--- src/rtl/lsu_dmem_ctrl.sv ---
// Load/store unit: RV32I loads/stores to a word-wide, variable-latency data memory.
// Optional BUSY watchdog enabled by defining LSU_TIMEOUT_EN (TIMEOUT_CYCLES, 1..255).
module lsu_dmem_ctrl #(
  parameter int unsigned ADDR_W         = 32,
  parameter int unsigned TIMEOUT_CYCLES = 255
) (
  input  logic              clk,
  input  logic              rst,
  input  logic              req_valid,
  input  logic              req_we,
  input  logic [2:0]        req_funct3,
  input  logic [ADDR_W-1:0] req_addr,
  input  logic [31:0]       req_wdata,
  output logic              stall,
  output logic              done,
  output logic [31:0]       rdata,
  output logic              fault,
  output logic [1:0]        fault_cause,
  output logic              mem_req,
  output logic              mem_we,
  output logic [ADDR_W-1:0] mem_addr,
  output logic [3:0]        mem_be,
  output logic [31:0]       mem_wdata,
  input  logic              mem_ack,
  input  logic [31:0]       mem_rdata
);

  typedef enum logic [1:0] {S_IDLE, S_BUSY, S_RESP, S_FAULT} state_e;

  if (TIMEOUT_CYCLES < 1 || TIMEOUT_CYCLES > 255) begin : g_bad_timeout
    $error("lsu_dmem_ctrl: TIMEOUT_CYCLES must be in 1..255");
  end

  state_e            state_q, state_d;
  logic              we_q, we_d;
  logic [2:0]        f3_q, f3_d;
  logic [1:0]        off_q, off_d;
  logic [ADDR_W-1:0] addr_q, addr_d;
  logic [3:0]        be_q, be_d;
  logic [31:0]       wdata_q, wdata_d;
  logic [1:0]        cause_q, cause_d;
  logic [31:0]       rdata_q, rdata_d;
`ifdef LSU_TIMEOUT_EN
  localparam logic [7:0] TO_LAST = 8'(TIMEOUT_CYCLES - 1);
  logic [7:0]        cnt_q, cnt_d;
`endif

  logic        illegal, misal;
  logic [3:0]  req_be;
  logic [31:0] req_wd;
  logic [7:0]  ld_byte;
  logic [15:0] ld_half;
  logic [31:0] ld_data;

  // Request classification; illegal encodings outrank misalignment.
  always_comb begin
    illegal = (req_funct3[1:0] == 2'b11) || (req_funct3 == 3'b110) ||
              (req_we && req_funct3[2]);
    misal   = ((req_funct3[1:0] == 2'b01) && req_addr[0]) ||
              ((req_funct3[1:0] == 2'b10) && (req_addr[1:0] != 2'b00));
  end

  always_comb begin
    req_be = 4'b1111;
    req_wd = req_wdata;
    if (req_we) begin
      case (req_funct3[1:0])
        2'b00: begin
          req_be = 4'b0001 << req_addr[1:0];
          req_wd = {4{req_wdata[7:0]}};
        end
        2'b01: begin
          req_be = req_addr[1] ? 4'b1100 : 4'b0011;
          req_wd = {2{req_wdata[15:0]}};
        end
        default: begin
          req_be = 4'b1111;
          req_wd = req_wdata;
        end
      endcase
    end
  end

  always_comb begin
    case (off_q)
      2'd0:    ld_byte = mem_rdata[7:0];
      2'd1:    ld_byte = mem_rdata[15:8];
      2'd2:    ld_byte = mem_rdata[23:16];
      default: ld_byte = mem_rdata[31:24];
    endcase
    ld_half = off_q[1] ? mem_rdata[31:16] : mem_rdata[15:0];
    case (f3_q[1:0])
      2'b00:   ld_data = {{24{ld_byte[7] & ~f3_q[2]}}, ld_byte};
      2'b01:   ld_data = {{16{ld_half[15] & ~f3_q[2]}}, ld_half};
      default: ld_data = mem_rdata;
    endcase
  end

  always_comb begin
    state_d = state_q;
    we_d    = we_q;
    f3_d    = f3_q;
    off_d   = off_q;
    addr_d  = addr_q;
    be_d    = be_q;
    wdata_d = wdata_q;
    cause_d = cause_q;
    rdata_d = rdata_q;
`ifdef LSU_TIMEOUT_EN
    cnt_d   = cnt_q;
`endif
    case (state_q)
      S_IDLE: begin
        if (req_valid) begin
          we_d    = req_we;
          f3_d    = req_funct3;
          off_d   = req_addr[1:0];
          addr_d  = {req_addr[ADDR_W-1:2], 2'b00};
          be_d    = req_be;
          wdata_d = req_wd;
`ifdef LSU_TIMEOUT_EN
          cnt_d   = '0;
`endif
          if (illegal) begin
            cause_d = 2'b10;
            state_d = S_FAULT;
          end else if (misal) begin
            cause_d = 2'b01;
            state_d = S_FAULT;
          end else begin
            cause_d = 2'b00;
            state_d = S_BUSY;
          end
        end
      end
      S_BUSY: begin
        if (mem_ack) begin
          if (!we_q) rdata_d = ld_data;
          state_d = S_RESP;
        end
`ifdef LSU_TIMEOUT_EN
        else if (cnt_q == TO_LAST) begin
          cause_d = 2'b11;
          state_d = S_FAULT;
        end else begin
          cnt_d = cnt_q + 8'd1;
        end
`endif
      end
      S_RESP:  state_d = S_IDLE;
      S_FAULT: state_d = S_IDLE;
      default: state_d = S_IDLE;
    endcase
  end

  always_ff @(posedge clk) begin
    if (rst) begin
      state_q <= S_IDLE;
      we_q    <= 1'b0;
      f3_q    <= '0;
      off_q   <= '0;
      addr_q  <= '0;
      be_q    <= '0;
      wdata_q <= '0;
      cause_q <= '0;
      rdata_q <= '0;
`ifdef LSU_TIMEOUT_EN
      cnt_q   <= '0;
`endif
    end else begin
      state_q <= state_d;
      we_q    <= we_d;
      f3_q    <= f3_d;
      off_q   <= off_d;
      addr_q  <= addr_d;
      be_q    <= be_d;
      wdata_q <= wdata_d;
      cause_q <= cause_d;
      rdata_q <= rdata_d;
`ifdef LSU_TIMEOUT_EN
      cnt_q   <= cnt_d;
`endif
    end
  end

  assign done        = (state_q == S_RESP) || (state_q == S_FAULT);
  assign fault       = (state_q == S_FAULT);
  assign fault_cause = fault ? cause_q : 2'b00;
  assign stall       = req_valid & ~done;
  assign mem_req     = (state_q == S_BUSY);
  assign mem_we      = mem_req & we_q;
  assign mem_addr    = addr_q;
  assign mem_be      = be_q;
  assign mem_wdata   = wdata_q;
  assign rdata       = rdata_q;

endmodule

--- config.mk ---
export PLATFORM = sky130hd
export DESIGN_NAME = lsu_dmem_ctrl
export DESIGN_NICKNAME = d
export VERILOG_FILES = /design/src/rtl/lsu_dmem_ctrl.sv
export SDC_FILE = /design/constraint.sdc
export NUM_CORES = 1
export LEC_CHECK = 0
export CAP_MARGIN = 20
export CORE_AREA = 2 2 104 106
export CTS_BUF_LIST = sky130_fd_sc_hd__clkbuf_8
export DETAILED_ROUTE_END_ITERATION = 7
export DIE_AREA = 0 0 106 108
export PLACE_DENSITY = 0.87
export SLEW_MARGIN = 10
export SYNTH_ARGS = -nofsm -noshare
export SYNTH_HDL_FRONTEND = slang
export SYNTH_SLANG_ARGS = --single-unit
--- constraint.sdc ---
create_clock -name clk -period 3.55 [get_ports clk]
set_input_delay 0.8875 -clock clk [delete_from_list [all_inputs] [get_ports clk]]
set_output_delay 0.8875 -clock clk [all_outputs]
set_load 0.01 [all_outputs]
* After elaboration in Yosys (flattened, before gate mapping)
Cells that the tools add are included.
** Word-level totals
- Word-level logic and storage cells :: 61
- Flip-flop bits (word level) :: 108
- Input port bits :: 104
- Output and inout bits :: 107
** Operators by class
- Equality and inequality tests :: 12
- Reductions and logical operators :: 16
- Muxes and demuxes :: 16
- Shift-type cells :: 1
- Bitwise gates (word level) :: 7
** Operators with widths (number)
- $pmux 32 s2 :: 2
- $mux 32 :: 1
- $pmux 8 s3 :: 1
- $mux 16 :: 1
- $mux 2 :: 6
- $eq 2x2->1 const B :: 5
- $eq 2x1->1 const B :: 4
- $logic_not 2->1 :: 4
- $mux 4 :: 2
- $pmux 4 s2 :: 1
- $pmux 2 s3 :: 1
- $and 1x1->1 :: 4
- $logic_or 1x1->1 :: 4
- $reduce_and 2->1 :: 2
- $shl 1x2->4 const A :: 1
- $eq 3x3->1 const B :: 1
- $logic_and 1x1->1 :: 3
- $not 1->1 :: 3
- $reduce_and 3->1 :: 1
- $ne 2x1->1 const B :: 1
- $ne 2x2->1 const B :: 1
- $reduce_bool 2->1 :: 1
- $reduce_or 2->1 :: 1
- $mux 1 :: 1

* Longest topological paths before layout
Gate-level depths: netlist of run 1.
- Word-level depth :: 7
- Depth in mapped cells :: 8
- Gate-level depth less buffers :: 4

* Worst setup path before layout of run 1
OpenSTA, ideal clock, no wires.
- Path kind :: input-to-reg
- Start point :: in req_funct3[0]
- End point :: reg wdata_q[25], in the netlist mem_wdata[25]
- Slack :: 1442 ps
- Cell stages on the path :: 6
- Required time :: 3418 ps
- Setup time :: 132 ps
- Arrival time :: 1976 ps
- Buffers on the path :: 2
- Path through :: clkbuf_1 -> buf_1 -> mux2i_1 -> nand2_1 -> o211ai_1 -> a21oi_1
** On the way
- Cells in the longest elaborated chain, start to end :: 3
- Elaborated cells between the ends (all ways) :: 4
- Classes of those cells :: eq/ne (1); mux (2); reduce/logical (1)
** RTL lines
- start, declared :: RTL line 11 : input logic [2:0] req_funct3,
- $eq 2x1->1 or $logic_not 2->1 (tied branches) :: RTL line 67 : case (req_funct3[1:0])
- $pmux 32 s2 (*) :: RTL line 67
- $mux 32 (*) :: RTL line 66 : if (req_we) begin
- end signal, assigned :: RTL line 177 : wdata_q <= wdata_d;
- end, declared :: RTL line 40 : logic [31:0] wdata_q, wdata_d;
Every way passes the cells marked *; elsewhere a longest branch is shown, timed or not.
A chain may end at the register's enable or synchronous reset.

* Final worst setup path of run 1
- Start point :: in req_valid
- End point :: out stall
** On the way
- Cells in the longest elaborated chain, start to end :: 1
** RTL lines
- start, declared :: RTL line 9 : input logic req_valid,
- $and 1x1->1 :: RTL line 189 : assign stall = req_valid & ~done;
- end, declared :: RTL line 14 : output logic stall,
No other way between the ends.

==> parameters.txt, run 1 <==
Parameter                              Value

Logic synthesis
  Number of storage elements in the synthesis netlist ... roughly 110
  Post-synthesis cell count ... 578
  Cell variety after synth ... 39
  Part of the Yosys area used for sequential elements ... between 40% and 50%
  Combined area of all synthesized cells ... between 4000 and 5000 sq um
  Avg Synthesized Cell Area ... ~8.1 sq um
  Total of warnings raised by yosys ... 0

Job
  Number of max-capacitance violations reported ... 0

Pwr
  Power Density ... ~390 nW/um^2
  Leakage power ... 2.405 nW
  Peak supply drop ... a little under 0.0003 V

Status
  Outcome ... completed

Layout
  Antenna diode count ... 0
  FILL cells ... approximately 800
  Most common library cell in the layout ignoring fill and taps ... clkdlybuf4s50_1
  Post-Layout Inst Area ... roughly 7000 sq um
  Fin nets ... roughly 860
  Layout-stage area growth over the synthesis result ... 49.28%
  Area used by sequential logic in the layout ... 2162 sq um
  Area taken by multi-input logic gates ... 2313 sq um
  Fraction of layout cells with a size suffix above 1 ... under 10%
  Commonest non-fill, non-tap cells in the layout ... clkdlybuf4s50_1 (207), nand2_1 (147), dfxtp_1 (108), a21oi_1 (64), nor2_1 (48)

Timing
  Fmax ... ~340 MHz
  Count of endpoints failing setup in the final report ... 0
  Unrepaired setup endpoints after global routing ... no
  Period utilisation layout ... a little over four fifths
  Hold_ws ... 0.4610 ns
  Summed negative setup slack over all endpoints ... 0 ns
  Final Critical Period ... 2.963 ns
  Hold Vio Cnt, Final ... 0
  Worst slew margin relative to its limit ... between 30% and 40%
  Count of final max-slew check failures ... 0
  Transition time at the pin with the least slew margin ... slightly below 1 ns
  Clock Skews ... approximately 0.013 ns

Die
  Height of the die ... 108 microns
  Starting Density ... between 40% and 50%
  Placeable core area ... 10,230 sq um
  Overall die area ... approximately 11,000 sq um
  Die width ... between 100 and 150 microns
  Number of cell rows ... 37
  Top-level port count ... between 200 and 250

Route
  DRT Pass-1 Iters ... 5
  DRC marker count from the first detailed-route iteration ... 240
  Number of nets with antenna violations after routing ... 0
  Number of design rule violations left after detail routing ... 0
  Final wirelength ... 15,100 microns
  Per-cell via count in the routed design ... ~5.5
  Number of vias after detailed routing ... 4,897
  Routed length per placed instance ... 16.89 microns

Clock tree
  Total of cells resized after clock tree synthesis ... 0
  Post-CTS setup-driven buffer insertion count ... 0
  Clock transition time at the flip-flop clock pins of the worst setup and hold paths ... roughly 0.11 ns
  CTS H-Tree Depth ... 3
  Clock buffer count from CTS ... 9
  Clock insertion delay at the later pin of the skew report ... between 0.3 and 0.4 ns
  Clock tree from TritonCTS ... built
  Hold buffers post-CTS ... 0
  Clock tree sinks ... 108
  Worst-case clock buffer depth ... 2
  Root buf cell ... clkbuf_8

Min path
  HP Class ... flip-flop to flip-flop

Setup path
  Reg2reg path depth ... 4
  Minimum setup slack among reg-to-reg paths ... approximately 1.1 ns
  Critical Path Start ... req_valid
  Critical register-to-register path endpoint ... rdata[20]
  Worst reg2reg path startpoint ... off_q[1]
  Arrival time reported for the critical path endpoint ... between 2 and 2.5 ns
  Largest fanout of any net on the critical path ... 3
  Critical path required time ... 2.66 ns
  Critical Path Sink Type ... primary output
  End point of the critical path ... stall
  Kind of launch point of the worst setup path ... input port
  Critical path class ... input port to primary output

Global route
  Largest net degree at the start of global routing ... just under 90
  GRT Overall Usage ... 26.30%
  Vias in the first global route ... roughly 4,900
  Initial antenna violation count ... 0
  Wire length of the first global-routing pass ... between 20,000 and 25,000 microns
  Aggregate global routing overflow ... 0

Place
  Standard cell area after detailed placement ... 6837 sq um
  Detailed placement HPWL ... ~11,000 microns
  Number of input and output port buffers inserted ... around 210
  Placer's final routability congestion estimate ... slightly above 0.9
## state kept, by name, summed over array words and instances (netlist names)
signal / count
mem_wdata: 32
rdata: 32
mem_addr: 30
mem_be: 4
f3_q: 3
cause_q: 2
off_q: 2
state_q: 2
we_q: 1
## synthesized netlist by cell type, drive strengths merged
cell type	number	area, sq um
a211oi	25	237.7
a21oi	64	320.3
a311oi	17	148.9
a31o	7	61.31
a32oi	7	61.31
a41oi	2	17.52
and2	3	18.77
and3	2	12.51
buf	14	90.07
clkbuf	41	153.9
clkinv	1	3.750
conb	1	3.750
dfxtp	108	2162
inv	2	7.510
mux2i	19	190.2
nand2	147	551.8
nand2b	3	18.77
nand3	15	75.07
nand3b	9	67.56
nor2	48	180.2
nor2b	6	37.54
nor3b	2	15.01
nor4	1	6.260
nor4b	1	8.760
nor4bb	1	10.01
o211ai	18	135.1
o21ai	8	40.03
o21bai	1	7.510
o221a	1	11.26
o41a	1	21.27
or4	1	7.510
or4b	1	10.01
xnor2	1	8.760
## worst min path at each step
stage,from,end,slack (ns),cells past startpoint
floorplan,cause_q[0],cause_q[0],0.43,2
global placement,mem_wdata[8],mem_wdata[8],0.44,2
detailed placement,mem_addr[17],mem_addr[17],0.45,2
CTS,mem_addr[17],mem_addr[17],0.46,2
global route,mem_wdata[13],mem_wdata[13],0.48,2
finish,mem_addr[14],mem_addr[14],0.46,2
## layout make-up
type                            count  share of cell area (%)
Tap cell                          136                   2.424
Clock inverter                      6                  0.6417
Multi-Input combinational cell    413                   32.96
Clock buffer                       10                   1.961
Sequential cell                   108                   30.80
Timing Repair Buffer              218                   31.05
Inverter                            3                  0.1604
## stage by stage
| stage | util (%) | power [mW] | instances | setup slack [ns] |
|---|---|---|---|---|
| 6_report | 68.61 | 2.760 | 894 | 0.5869 |
| 5_1_grt | 68.61 | 2.891 | 894 | 0.5017 |
| 4_1_cts | 68.61 | 2.777 | 894 | 0.5818 |
| 3_5_place_dp | 66.82 | 2.066 | 878 | 0.5956 |
| 3_3_place_gp | 66.82 | 2.046 | 878 | 0.6086 |
| 2_1_floorplan | - | 1.691 | 579 | 1.442 |
## kinds of logic (layout without fill, tap and decap cells)
group                  after synthesis  count (layout)  synth area share [%]
AND/OR/NAND/NOR                    240             240                 21.69
multiplexers                        19              19                 4.045
buffers and inverters               58             237                 5.428
other                                1               2               0.07975
flip-flops                         108             108                 45.98
XOR/XNOR                             1               1                0.1863
AO/OA/AOI/OAI                      151             151                 22.59
## metal layers
metal / track usage (%) / up-vias / part of all wire (%) / wire [microns]
li1: - / 2354 / - / -
met1: 30.88 / 2256 / 38 / 5801
met2: 44.88 / 260 / 48 / 7299
met3: 9.222 / 27 / 11 / 1637
met4: 9.117 / 0 / 2.4 / 362
met5: 0 / - / 0 / 0
## critical path: stages
cell	delay, ns
clkdlybuf4s50_1	0.49
nor2b_1	0.14
clkdlybuf4s50_1	0.56
## report_power, final
part	internal (mW)	switching (mW)	leakage (nW)
clock	0.280	0.437	0.0911
sequential	1.30	0.0604	0.886
combinational	0.357	0.323	1.43
Power figures use the tool's default switching activity.
==> run 2: changes to the inputs <==
--- a/config.mk
+++ b/config.mk
@@ -6,11 +6,11 @@
 export NUM_CORES = 1
 export LEC_CHECK = 0
 export CAP_MARGIN = 20
-export CORE_AREA = 2 2 104 106
+export CORE_AREA = 2 2 108 110
 export CTS_BUF_LIST = sky130_fd_sc_hd__clkbuf_8
 export DETAILED_ROUTE_END_ITERATION = 7
-export DIE_AREA = 0 0 106 108
-export PLACE_DENSITY = 0.87
+export DIE_AREA = 0 0 110 112
+export PLACE_DENSITY = 0.81
 export SLEW_MARGIN = 10
 export SYNTH_ARGS = -nofsm -noshare
 export SYNTH_HDL_FRONTEND = slang
==> constraint.sdc (replaced) <==
create_clock -name clk -period 3 [get_ports clk]
set_input_delay 0.75 -clock clk [delete_from_list [all_inputs] [get_ports clk]]
set_output_delay 0.75 -clock clk [all_outputs]
set_load 0.01 [all_outputs]
==> run 2 against run 1 <==
  * Setup slack got worse by 0.25 ns
  * Critical path depth stayed put
  * Via count decreased by 1.0%
  * Global-route usage shrank 2.3 points
  * Wire length down 1.5%
  * Final cell count up 0.78%
  * Total power is 19% higher
  * Clock power rose by 22%
  * Utilization shrank 5.5 points
==> parameters.txt, run 2 (synthesized netlist as in run 1, its figures left out) <==
Parameter                              Value

Layout
  Area taken by multi-input logic gates ... 2313 sq um
  Antenna diode count ... 0
  Layout-stage area growth over the synthesis result ... 49.92%
  Area used by sequential logic in the layout ... approximately 2200 sq um
  Commonest non-fill, non-tap cells in the layout ... clkdlybuf4s50_1 (207), nand2_1 (147), dfxtp_1 (108), a21oi_1 (64), nor2_1 (48)
  Fin nets ... around 860
  FILL cells ... between 900 and 1,000
  Most common library cell in the layout ignoring fill and taps ... clkdlybuf4s50_1
  Fraction of layout cells with a size suffix above 1 ... about 6.3%

Route
  Final wirelength ... 14,870 microns
  Number of vias after detailed routing ... 4,846
  DRC marker count from the first detailed-route iteration ... around 270
  Routed length per placed instance ... 16.50 microns
  DRT Pass-1 Iters ... 4
  Per-cell via count in the routed design ... approximately 5.4
  Number of nets with antenna violations after routing ... 0
  Number of design rule violations left after detail routing ... 0

Timing
  Period utilisation layout ... about nine tenths
  Count of final max-slew check failures ... 0
  Worst slew margin relative to its limit ... between 30% and 40%
  Fmax ... 376.1 MHz
  Final Critical Period ... approximately 2.7 ns
  Hold Vio Cnt, Final ... 0
  Hold_ws ... 0.4600 ns
  Summed negative setup slack over all endpoints ... 0 ns
  Count of endpoints failing setup in the final report ... 0
  Transition time at the pin with the least slew margin ... approximately 0.94 ns
  Unrepaired setup endpoints after global routing ... no
  Clock Skews ... approximately 0.0094 ns

Min path
  HP Class ... flip-flop to flip-flop
  End of the worst hold path ... mem_wdata[8]
  Hold path depth ... 2
  Worst Hold Launch ... mem_wdata[8]

Pwr
  Register share of total power ... between 40% and 50%
  P_int ... 2.348 mW
  Combinational cell fraction of total power ... 24.6%
  Switch share ... 28.72%
  Peak supply drop ... 0.0003313 V
  Power Density ... between 400 and 500 nW/um^2
  Clock network power share ... between 20% and 30%
  Leakage power ... roughly 2.4 nW
  Switching power total ... between 0.9 and 1 mW

Global route
  Vias in the first global route ... 4,882
  Initial antenna violation count ... 0
  Aggregate global routing overflow ... 0
  Wire length of the first global-routing pass ... approximately 23,000 microns
  Largest net degree at the start of global routing ... between 80 and 90
  GRT Overall Usage ... between 20% and 30%

Clock tree
  Clock insertion delay at the later pin of the skew report ... ~0.36 ns
  Clock tree from TritonCTS ... built
  Hold buffers post-CTS ... 0
  Worst-case clock buffer depth ... 2
  Root buf cell ... clkbuf_8
  Clock buffer count from CTS ... 9
  CTS H-Tree Depth ... 3
  Clock tree sinks ... about 110
  Total of cells resized after clock tree synthesis ... 0
  Post-CTS setup-driven buffer insertion count ... 0
  Clock transition time at the flip-flop clock pins of the worst setup and hold paths ... around 0.10 ns

Setup path
  Reg2reg path depth ... 4
  Minimum setup slack among reg-to-reg paths ... between 0.9 and 1 ns
  Worst reg2reg path startpoint ... off_q[0]
  Kind of launch point of the worst setup path ... input port
  Critical Path Sink Type ... primary output
  Arrival time reported for the critical path endpoint ... 1.91 ns
  Largest fanout of any net on the critical path ... 3
  Critical path class ... input port to primary output
  Critical path required time ... 2.25 ns
  Critical register-to-register path endpoint ... rdata[5]

Die
  Die width ... 110 microns
  Height of the die ... about 110 microns
  Placeable core area ... 11,170 sq um
  Overall die area ... roughly 12,000 sq um
  Number of cell rows ... 39
  Top-level port count ... between 200 and 250
  Starting Density ... between 40 and 50%

Place
  Placer's final routability congestion estimate ... between 0.8 and 0.9
  Number of input and output port buffers inserted ... 208
  Detailed placement HPWL ... 10,880 microns

Job
  Number of max-capacitance violations reported ... 0

Status
  Outcome ... completed
## run 2: cell count changes in the layout (fill, tap and decap cells not counted)
cell	previous run	this run
clkbuf_8	10	9
buf_4	9	8
buf_12	2	3
bufinv_16	0	1
inv_6	3	1
clkinv_2	0	2
## run 2: metrics by stage
step | std cells | cell area (sq um) | power, mW | util (%) | worst slack, ns
6_report | 901 | 7049 | 3.293 | 63.08 | 0.3411
5_1_grt | 901 | 7049 | 3.460 | 63.08 | 0.3251
4_1_cts | 901 | 7049 | 3.319 | 63.08 | 0.3454
3_5_place_dp | 885 | 6858 | 2.448 | 61.37 | 0.3508
3_3_place_gp | 885 | 6858 | 2.422 | 61.37 | 0.3534
2_1_floorplan | 579 | 4706 | 2.001 | - | 1.029
## run 2: worst max path at each step
stage / end / from / slack [ns]
after detailed placement: stall / req_valid / 0.35
after global routing: stall / req_valid / 0.33
after CTS: stall / req_valid / 0.35
after floorplan: mem_wdata[25] / req_funct3[0] / 1.03
final: stall / req_valid / 0.34
after global placement: stall / req_valid / 0.35
## run 2: per-layer routing
layer	vias to the layer above	wire [microns]	GRT usage [%]
met5	-	0	0
li1	2360	-	-
met3	34	1659	9.543
met1	2223	5765	27.13
met4	0	418	9.283
met2	229	7024	39.96
## run 2: layout make-up
type                            count  area share, %
Clock buffer                        9          1.757
Clock inverter                      7         0.9585
Inverter                            3         0.1597
Multi-Input combinational cell    413          32.82
Sequential cell                   108          30.67
Tap cell                          143          2.538
Timing Repair Buffer              218          31.10
## run 2: power by group through the flow
stage	Clock [mW]	Sequential (mW)	Combinational (mW)
6_report	0.878	1.60	0.812
5_1_grt	0.961	1.62	0.882
4_1_cts	0.899	1.60	0.815
3_5_place_dp	0	1.64	0.811
3_3_place_gp	0	1.63	0.792
2_1_floorplan	0	1.67	0.331
## run 2: worst max-delay path, stage by stage
cell and delay, ns:
clkdlybuf4s50_1 0.49, nor2b_1 0.13, clkdlybuf4s50_1 0.54
